## config.mk

```make
export PLATFORM = sky130hd
export DESIGN_NAME = vx_raster_tile_fetch
export DESIGN_NICKNAME = d
export VERILOG_FILES = /design/src/rtl/vx_raster_tile_fetch_pkg.sv /design/src/rtl/vx_raster_tile_fetch_prim_addr.sv /design/src/rtl/vx_raster_tile_fetch.sv
export SDC_FILE = /design/constraint.sdc
export NUM_CORES = 2
export LEC_CHECK = 0
export CAP_MARGIN = 20
export CORE_ASPECT_RATIO = 1.1
export CORE_MARGIN = 2
export CORE_UTILIZATION = 34
export CTS_CLUSTER_DIAMETER = 50
export DETAILED_ROUTE_END_ITERATION = 8
export REMOVE_ABC_BUFFERS = 1
export SLEW_MARGIN = 5
export SYNTH_ARGS = -nofsm -noshare
export SYNTH_HDL_FRONTEND = slang
export SYNTH_HIERARCHICAL = 1
export SYNTH_SLANG_ARGS = --single-unit
```

## constraint.sdc

```tcl
create_clock -name clk -period 11 [get_ports clk]
set_clock_uncertainty 0.15 [all_clocks]
set_input_delay 1.65 -clock clk [delete_from_list [all_inputs] [get_ports clk]]
set_output_delay 1.65 -clock clk [all_outputs]
set_load 0.02 [all_outputs]
```

## src/rtl/vx_raster_tile_fetch_pkg.sv

```systemverilog
// Shared types and constants for the raster tile fetcher.
// Latency: n/a (types only).
// Backpressure: n/a (types only).
package vx_raster_tile_fetch_pkg;

    localparam int          RASTER_DCR_DATA_BITS = 32;
    localparam int          TILE_LOGSIZE_DEFAULT = 5;
    // Each tile-buffer entry is two 32-bit words: position, then primitive ID.
    localparam logic [31:0] TILE_ENTRY_BYTES     = 32'd8;
    localparam logic [31:0] TILE_WORD1_OFS       = 32'd4;

    typedef struct packed {
        logic [RASTER_DCR_DATA_BITS-1:0] tbuf_addr;
        logic [RASTER_DCR_DATA_BITS-1:0] tile_count;
        logic [RASTER_DCR_DATA_BITS-1:0] pbuf_addr;
        logic [RASTER_DCR_DATA_BITS-1:0] pbuf_stride;
    } raster_dcrs_t;

    // In-memory tile entry; the low 32 bits are word0.
    typedef struct packed {
        logic [31:0] pid;
        logic [15:0] tile_y;
        logic [15:0] tile_x;
    } raster_tile_t;

    typedef logic [2:0] tile_state_t;

    localparam tile_state_t ST_IDLE  = 3'd0;
    localparam tile_state_t ST_REQ0  = 3'd1;
    localparam tile_state_t ST_WAIT0 = 3'd2;
    localparam tile_state_t ST_REQ1  = 3'd3;
    localparam tile_state_t ST_WAIT1 = 3'd4;
    localparam tile_state_t ST_OUT   = 3'd5;
    localparam tile_state_t ST_DONE  = 3'd6;

endpackage

```

## src/rtl/vx_raster_tile_fetch_prim_addr.sv

```systemverilog
// Primitive record address: pbuf_addr + pid * pbuf_stride, modulo 2^32.
// Latency: combinational; the parent registers the result.
// Backpressure: none, pure datapath.
module vx_raster_tile_fetch_prim_addr
    import vx_raster_tile_fetch_pkg::*;
(
    input  logic [RASTER_DCR_DATA_BITS-1:0] base,
    input  logic [31:0]                     pid,
    input  logic [RASTER_DCR_DATA_BITS-1:0] stride,
    output logic [31:0]                     prim_addr
);

    // Low 32 bits of the product are all that matter for a wrapping address.
    always_comb begin
        prim_addr = base + pid * stride;
    end

endmodule

```

## src/rtl/vx_raster_tile_fetch.sv

```systemverilog
// Walks a tile buffer, fetching each 8-byte entry and emitting tile position plus primitive address.
// Latency: first request 1 cycle after start; 5 cycles per tile with zero-wait memory and sink.
// Backpressure: one request outstanding; request and output hold stable until their ready.
module vx_raster_tile_fetch
    import vx_raster_tile_fetch_pkg::*;
#(
    parameter int TILE_LOGSIZE = TILE_LOGSIZE_DEFAULT
) (
    input  logic         clk,
    input  logic         reset,
    input  raster_dcrs_t dcrs,
    input  logic         start,
    output logic         busy,
    output logic         done,
    output logic         mem_req_valid,
    input  logic         mem_req_ready,
    output logic [31:0]  mem_req_addr,
    input  logic         mem_rsp_valid,
    output logic         mem_rsp_ready,
    input  logic [31:0]  mem_rsp_data,
    output logic         out_valid,
    input  logic         out_ready,
    output logic [15:0]  out_pos_x,
    output logic [15:0]  out_pos_y,
    output logic [31:0]  out_pid,
    output logic [31:0]  out_prim_addr
);

    tile_state_t  state;
    raster_dcrs_t dcrs_q;
    logic [31:0]  tile_idx;
    logic [31:0]  tile_idx_next;
    logic [15:0]  tile_x_q;
    logic [15:0]  tile_y_q;
    logic [31:0]  entry_addr;
    logic [31:0]  prim_addr_next;
    raster_tile_t entry;

    // Full entry as seen in WAIT1: word0 already captured, pid arriving on the bus.
    always_comb begin
        entry        = '0;
        entry.tile_x = tile_x_q;
        entry.tile_y = tile_y_q;
        entry.pid    = mem_rsp_data;
    end

    vx_raster_tile_fetch_prim_addr u_prim_addr (
        .base      (dcrs_q.pbuf_addr),
        .pid       (entry.pid),
        .stride    (dcrs_q.pbuf_stride),
        .prim_addr (prim_addr_next)
    );

    // Request address and handshake/status outputs decoded from the state alone.
    always_comb begin
        tile_idx_next = tile_idx + 32'd1;
        entry_addr    = dcrs_q.tbuf_addr + tile_idx * TILE_ENTRY_BYTES;
        mem_req_addr  = (state == ST_REQ1) ? entry_addr + TILE_WORD1_OFS : entry_addr;
        mem_req_valid = (state == ST_REQ0) || (state == ST_REQ1);
        // IDLE and DONE accept and discard stale responses left over from an aborted walk.
        mem_rsp_ready = (state == ST_WAIT0) || (state == ST_WAIT1) ||
                        (state == ST_IDLE)  || (state == ST_DONE);
        out_valid     = (state == ST_OUT);
        busy          = (state != ST_IDLE);
        done          = (state == ST_DONE);
    end

    // Walk sequencer: latch DCRs at launch, fetch both words, hold the output until taken.
    always_ff @(posedge clk) begin
        if (reset) begin
            state         <= ST_IDLE;
            dcrs_q        <= '0;
            tile_idx      <= '0;
            tile_x_q      <= '0;
            tile_y_q      <= '0;
            out_pos_x     <= '0;
            out_pos_y     <= '0;
            out_pid       <= '0;
            out_prim_addr <= '0;
        end else begin
            case (state)
                ST_IDLE: begin
                    if (start) begin
                        dcrs_q   <= dcrs;
                        tile_idx <= '0;
                        state    <= (dcrs.tile_count == 32'd0) ? ST_DONE : ST_REQ0;
                    end
                end
                ST_REQ0: begin
                    if (mem_req_ready) state <= ST_WAIT0;
                end
                ST_WAIT0: begin
                    if (mem_rsp_valid) begin
                        tile_x_q <= mem_rsp_data[15:0];
                        tile_y_q <= mem_rsp_data[31:16];
                        state    <= ST_REQ1;
                    end
                end
                ST_REQ1: begin
                    if (mem_req_ready) state <= ST_WAIT1;
                end
                ST_WAIT1: begin
                    if (mem_rsp_valid) begin
                        out_pos_x     <= entry.tile_x << TILE_LOGSIZE;
                        out_pos_y     <= entry.tile_y << TILE_LOGSIZE;
                        out_pid       <= entry.pid;
                        out_prim_addr <= prim_addr_next;
                        state         <= ST_OUT;
                    end
                end
                ST_OUT: begin
                    if (out_ready) begin
                        if (tile_idx_next == dcrs_q.tile_count) begin
                            state <= ST_DONE;
                        end else begin
                            tile_idx <= tile_idx_next;
                            state    <= ST_REQ0;
                        end
                    end
                end
                ST_DONE: state <= ST_IDLE;
                default: state <= ST_IDLE;
            endcase
        end
    end

endmodule

```

### Word-level counts from Yosys, hierarchy flattened

Cells that the tools add are included.

* register bits after elaboration: 271
* bits of input ports: 166
* output and inout bits: 133

* add/subtract/negate cells: 4
* $mul: 1
* eq/ne operators: 14
* multiplexer cells: 14
* reductions and logical operators: 13

Operator list (count)
* two-way mux 32 bit: 4
* adder 32 bit: 2
* case mux 32 bit (2 select lines): 1
* adder 32 x 1 -> 32 bit, second input constant: 1
* adder 32 x 3 -> 32 bit, second input constant: 1
* equality test 32 bit: 1
* zero test 32 bit: 1
* multiplier 32 x 32 -> 32 bit: 1
* two-way mux 3 bit: 8
* case mux 3 bit (6 select lines): 1
* inequality test 2 bit, second input constant: 6
* equality test 3 bit, second input constant: 3
* equality test 3 x 2 -> 1 bit, second input constant: 2
* AND reduction 2 bit: 3
* AND reduction 6 bit: 1
* logical OR 1 bit: 4
* AND reduction 4 bit: 1
* equality test 3 x 1 -> 1 bit, second input constant: 1
* zero test 3 bit: 1
* nonzero test 3 bit: 1
* inequality test 2 x 1 -> 1 bit, second input constant: 1
* nonzero test 2 bit: 1

### Depth between registers and ports, before layout

* depth after elaboration: 5
* depth in mapped cells: 31

### Hierarchy

The synthesis kept the hierarchy.

Modules (own cells, without submodules)
* vx_raster_tile_fetch_prim_addr: instances 1, cells each 1848, area each 16788.6 um2, seq. area each 0.0 um2
* vx_raster_tile_fetch: instances 1, cells each 1867, area each 13862.0 um2, seq. area each 5425.2 um2

### Worst setup path after synthesis

OpenSTA, ideal clock, no wires.

* path type: input to register
* start: in mem_rsp_data[13]
* end: reg out_prim_addr[30]
* library setup time: 132 ps
* arrival time: 8238 ps
* slack: 2480 ps
* stages on the path: 29
* buffers on the path: 2
* path through: clkbuf_1 -> clkbuf_1 -> and2_1 -> fa_1 -> fa_1 -> fa_1 -> inv_1 -> fa_1 -> inv_1 -> fa_1 -> inv_1 -> fa_1 -> inv_1 -> fa_1 -> inv_1 -> fa_1 -> inv_1 -> ha_1 -> o21a_1 -> a21oi_2 -> o21ai_0 -> a21o_1 -> o31ai_2 -> a21oi_1 -> a41oi_2 -> mux2i_1 -> nand3_1 -> nand2_1 -> a21oi_1

* longest elaborated chain between the ends: 2

Ends and longest elaborated chain
* start, declared: RTL line vx_raster_tile_fetch.sv:20 `input logic [31:0] mem_rsp_data,`
* multiplier 32 x 32 -> 32 bit: RTL line vx_raster_tile_fetch_prim_addr.sv:15 `prim_addr = base + pid * stride;`
* adder 32 bit: RTL line vx_raster_tile_fetch_prim_addr.sv:15
* named net prim_addr_next[30]: RTL line vx_raster_tile_fetch.sv:36 `logic [31:0] prim_addr_next;`
* end signal, assigned: RTL line vx_raster_tile_fetch.sv:107 `out_prim_addr <= prim_addr_next;`
* end, declared: RTL line vx_raster_tile_fetch.sv:26 `output logic [31:0] out_prim_addr`

The timed path passes the listed nets, and every way through them passes these cells.
A chain may end at the register's enable or synchronous reset.

### Worst setup path after layout

* start: in mem_rsp_data[12]
* end: reg out_prim_addr[30]

The elaborated chain is that of the path after synthesis.

==> impl_metrics.ini <==
[setup_path]
r2r_depth = 26
critPathLaunchType = input pin
worstPathArrival_ns = 9.44
timing.critical_path.to_type = flip-flop
critPathRequiredTime_ns = 11.29
worst-path-max-fanout = 21
crit_type = in2reg
setup.reg_to_reg.worst_slack_ns = 2.85
regToRegEndpoint = out_prim_addr[31]
rr_startpoint = dcrs_q[0]
critPathLaunch = mem_rsp_data[12]

[clocking]
clk_transition_reported_paths_ns = 0.06
clock_path_buffers = 3
cts_root_buf = sky130_fd_sc_hd__clkbuf_16
post_cts_resize_count = 0
clk-insertion-delay-late_ns = 0.60
tritoncts.num_buffers = 47
post-cts-setup-buffer-count = 0
h_tree_levels = 2
cts_tree = done
clkSinkCount = 271
hold_buffers = 0

[logic_synthesis]
synth_flop_cell = sky130_fd_sc_hd__dfxtp_1
yosysSeqAreaShare_pct = 17.70
yosys_register_bits = 271
synth_enable_flop_cells = 0
post_synth_instance_area_mm2 = 0.03065
portion_of_netlist_area_occupied_by_mux_cells_pct = 0.1959
synth_top_family_by_area = adder cells
synthesis.yosys.warnings = 6
post_synthesis_async_set_or_reset_flop_share_pct = 0
synth-adder-area-share_pct = 34.96
synthesis.area_per_instance_um2 = 8.251
synth_cells = 3715
post_synth_xor_area_fraction_pct = 4.858
synth-compound-area-share_pct = 10.80
synth_unique_cells = 90
post_synth_and_or_nand_nor_area_fraction_pct = 22.29

[die]
initial_core_util_pct = 34.30
die_w_um = 290.3
die_h_um = 318.9
num_io_pins = 299
dieArea_mm2 = 0.09257
core_region_area_mm2 = 0.08935
rows = 115

[routing]
avgRoutedWirePerCell_um = 19.83
post_drt_via_cell_ratio = 5.004
ant_nets = 0
totalWireLength_mm = 100.9
dr_total_vias = 25460
detail_route.first_pass.iterations = 5
iteration_0_drc_markers = 1189
detail_route.drc_violations = 0

[power]
seq_power_share_pct = 13.9
cellLeakagePower_nw = 15.32
power.internal_mw = 4.503
worst_ir_drop_vdd_uv = 358.9
power_switching_mw = 4.003
power.density_mw_per_mm2 = 235.7
power_frac_comb_pct = 68.3
sw_frac_of_total_pct = 47.06
relative_contribution_of_the_clock_network_to_total_power_pct = 17.8

[worst_hold_path]
tightest_hold_check_type = reg2reg
hold_path_end = out_pos_x[6]
min_path_cells = 2
startpoint_of_the_lowest_slack_hold_path = tile_x_q[1]

[grt]
via_count_of_the_first_global_routing_pass = 26790
grt_max_degree = 145
grt_first_pass_wirelength_mm = 157.8
grt-ovfl-total = 0
grt_util_all_layers_pct = 22.02
antenna_found_initial = 11

[sta]
maxSlewViolCount = 0
clock.fmax_mhz = 109.3
measured_slew_at_the_worst_slew_check_pin_ns = 1.010
final_hold_viol_count = 0
final-setup-viol-count = 0
final.min_clock_period_ns = 9.151
unrepaired_setup_endpoints_after_global_routing = no
setup_tns_ns = 0
maxSlewHeadroom_pct = 32.44
final_hold_slack_ns = 0.2954
final_min_period_over_clock_period_pct = 83.19

[placement]
detailed_place_hpwl_mm = 76.91
globalplace.congestion = 0.9022
numPlacedInstances = 4999
io_buffer_count = 288

[job]
max-cap-violations = 0

[final_layout]
final_layout_size_suffix_gt1_share_pct = 3.985
nNetsFinal = 4638
instances_no_fill = 5087
layout-area-overhead-vs-synth_pct = 17.74

[run_status]
result_of_the_run = finished, final reports clean
## registers in the layout, summed over array words and instances (netlist names)
| name | flops |
|---|---|
| tile_y_q | 11 |
| out_prim_addr | 32 |
| dcrs_q | 128 |
| tile_idx | 32 |
| state | 3 |
| out_pid | 32 |
| out_pos_x | 11 |
| tile_x_q | 11 |
| out_pos_y | 11 |
## placed cells by master, fill, tap and decap left out, types with 17 or more instances in the layout
cell type and instances:
sky130_fd_sc_hd__clkdlybuf4s50_1 287, sky130_fd_sc_hd__nand3_1 36, sky130_fd_sc_hd__clkbuf_16 48, sky130_fd_sc_hd__and2_1 375
sky130_fd_sc_hd__nand4_1 28, sky130_fd_sc_hd__xnor2_1 108, sky130_fd_sc_hd__buf_4 37, sky130_fd_sc_hd__a21oi_1 319
sky130_fd_sc_hd__nor3_1 31, sky130_fd_sc_hd__a21o_1 28, sky130_fd_sc_hd__nor4_1 28, sky130_fd_sc_hd__inv_1 506
sky130_fd_sc_hd__nor2_1 63, sky130_fd_sc_hd__fa_1 439, sky130_fd_sc_hd__xor2_1 62, sky130_fd_sc_hd__ha_1 154
sky130_fd_sc_hd__dfxtp_1 271, sky130_fd_sc_hd__o21ai_0 36, sky130_fd_sc_hd__o211ai_1 28, sky130_fd_sc_hd__or3_1 17
sky130_fd_sc_hd__nand2_1 731
## power by group through the flow
stage          Sequential [mW]  Clock (mW)  Combinational (mW)
2_1_floorplan             1.19           0                4.29
3_5_place_dp              1.21           0                5.81
6_report                  1.19        1.51                5.81
5_1_grt                   1.20        1.60                6.59
4_1_cts                   1.19        1.56                5.85
3_3_place_gp              1.21           0                5.76
## metal layers
layer	vias to the layer above	part of all wire, %	track usage [%]
met1	12610	40	25.71
met5	-	0.093	0
met3	176	5.2	3.993
met2	618	51	40.04
li1	12030	-	-
met4	14	3.9	8.056
## area by class of cell
| cell class | count | area, µm² |
|---|---|---|
| antenna | 2 | 5.005 |
| fill | 9044 | 53270 |
| inverter | 507 | 1903 |
| sequential | 271 | 5425 |
| clock inverter | 29 | 331.6 |
| timing repair buffer | 327 | 3201 |
| multi-input combinational | 2725 | 22480 |
| clock buffer | 56 | 1281 |
| tap | 1170 | 1464 |
## synthesized netlist by cell type, types with 7 or more instances
cell type	number	area, µm²
sky130_fd_sc_hd__dfxtp_1	271	5425
sky130_fd_sc_hd__or3_1	17	106.4
sky130_fd_sc_hd__and2_1	376	2352
sky130_fd_sc_hd__o41ai_1	8	70.07
sky130_fd_sc_hd__fa_1	439	8788
sky130_fd_sc_hd__o21a_1	9	67.56
sky130_fd_sc_hd__inv_1	506	1899
sky130_fd_sc_hd__nand2_1	732	2748
sky130_fd_sc_hd__a21o_1	28	210.2
sky130_fd_sc_hd__buf_4	14	105.1
sky130_fd_sc_hd__o31ai_1	14	105.1
sky130_fd_sc_hd__xnor2_1	108	945.9
sky130_fd_sc_hd__nand2b_1	10	62.56
sky130_fd_sc_hd__a211oi_1	13	97.59
sky130_fd_sc_hd__xor2_1	62	543.0
sky130_fd_sc_hd__and3_1	16	100.1
sky130_fd_sc_hd__or4_1	10	75.07
sky130_fd_sc_hd__clkbuf_1	187	701.9
sky130_fd_sc_hd__a21oi_1	319	1597
sky130_fd_sc_hd__a31oi_1	15	93.84
sky130_fd_sc_hd__nor4_1	28	175.2
sky130_fd_sc_hd__o21ai_0	36	180.2
sky130_fd_sc_hd__nand4_1	28	175.2
sky130_fd_sc_hd__buf_2	12	60.06
sky130_fd_sc_hd__nor3_1	32	160.2
sky130_fd_sc_hd__ha_1	154	1927
sky130_fd_sc_hd__nand3_1	37	185.2
sky130_fd_sc_hd__o22ai_1	7	43.79
sky130_fd_sc_hd__nor2_1	63	236.5
sky130_fd_sc_hd__and4_1	10	87.58
sky130_fd_sc_hd__o211ai_1	28	210.2
sky130_fd_sc_hd__nor2b_1	12	75.07
## worst max-delay path by stage
stage / cells past startpoint / slack [ns] / end
floorplan: 27 / 2.79 / out_prim_addr[31]
global placement: 28 / 1.35 / out_prim_addr[30]
detailed placement: 28 / 1.29 / out_prim_addr[30]
CTS: 28 / 1.93 / out_prim_addr[30]
global route: 28 / 1.55 / out_prim_addr[30]
finish: 28 / 1.85 / out_prim_addr[30]
## worst max-delay path: stages
cell and delay (ns):
sky130_fd_sc_hd__clkdlybuf4s50_1 0.86, sky130_fd_sc_hd__and2_1 0.41, sky130_fd_sc_hd__fa_1 0.49, sky130_fd_sc_hd__fa_1 0.52
sky130_fd_sc_hd__fa_1 0.52, sky130_fd_sc_hd__inv_1 0.05, sky130_fd_sc_hd__fa_1 0.49, sky130_fd_sc_hd__inv_1 0.06
sky130_fd_sc_hd__fa_1 0.50, sky130_fd_sc_hd__inv_1 0.05, sky130_fd_sc_hd__fa_1 0.52, sky130_fd_sc_hd__inv_1 0.05
sky130_fd_sc_hd__fa_1 0.47, sky130_fd_sc_hd__inv_1 0.05, sky130_fd_sc_hd__fa_1 0.47, sky130_fd_sc_hd__inv_1 0.06
sky130_fd_sc_hd__ha_1 0.33, sky130_fd_sc_hd__o21a_1 0.21, sky130_fd_sc_hd__a21oi_2 0.14, sky130_fd_sc_hd__o21ai_0 0.13
sky130_fd_sc_hd__a21o_1 0.21, sky130_fd_sc_hd__o31ai_2 0.29, sky130_fd_sc_hd__a21oi_1 0.18, sky130_fd_sc_hd__a41oi_2 0.28
sky130_fd_sc_hd__mux2i_1 0.22, sky130_fd_sc_hd__nand3_1 0.08, sky130_fd_sc_hd__nand2_1 0.06, sky130_fd_sc_hd__a21oi_1 0.07
## cell families after synthesis
logic type	count (synthesis)
AOI/OAI and AO/OA	543
xor gates and xnor gates	170
adders and majority gates	593
buffers and inverters	728
DFF	271
muxes	6
other	1
and+or+nand+nor	1403
## per-stage QoR
step	worst slack, ns	util, %	power, mW	instance area [µm²]
floorplan	2.785	-	5.480	29770
global placement	1.352	38.56	6.963	34450
detailed placement	1.294	38.56	7.021	34450
CTS	1.929	40.36	8.598	36070
global route	1.548	40.38	9.397	36080
finish	1.849	40.39	8.506	36090
(Power assumes the default switching activity.)
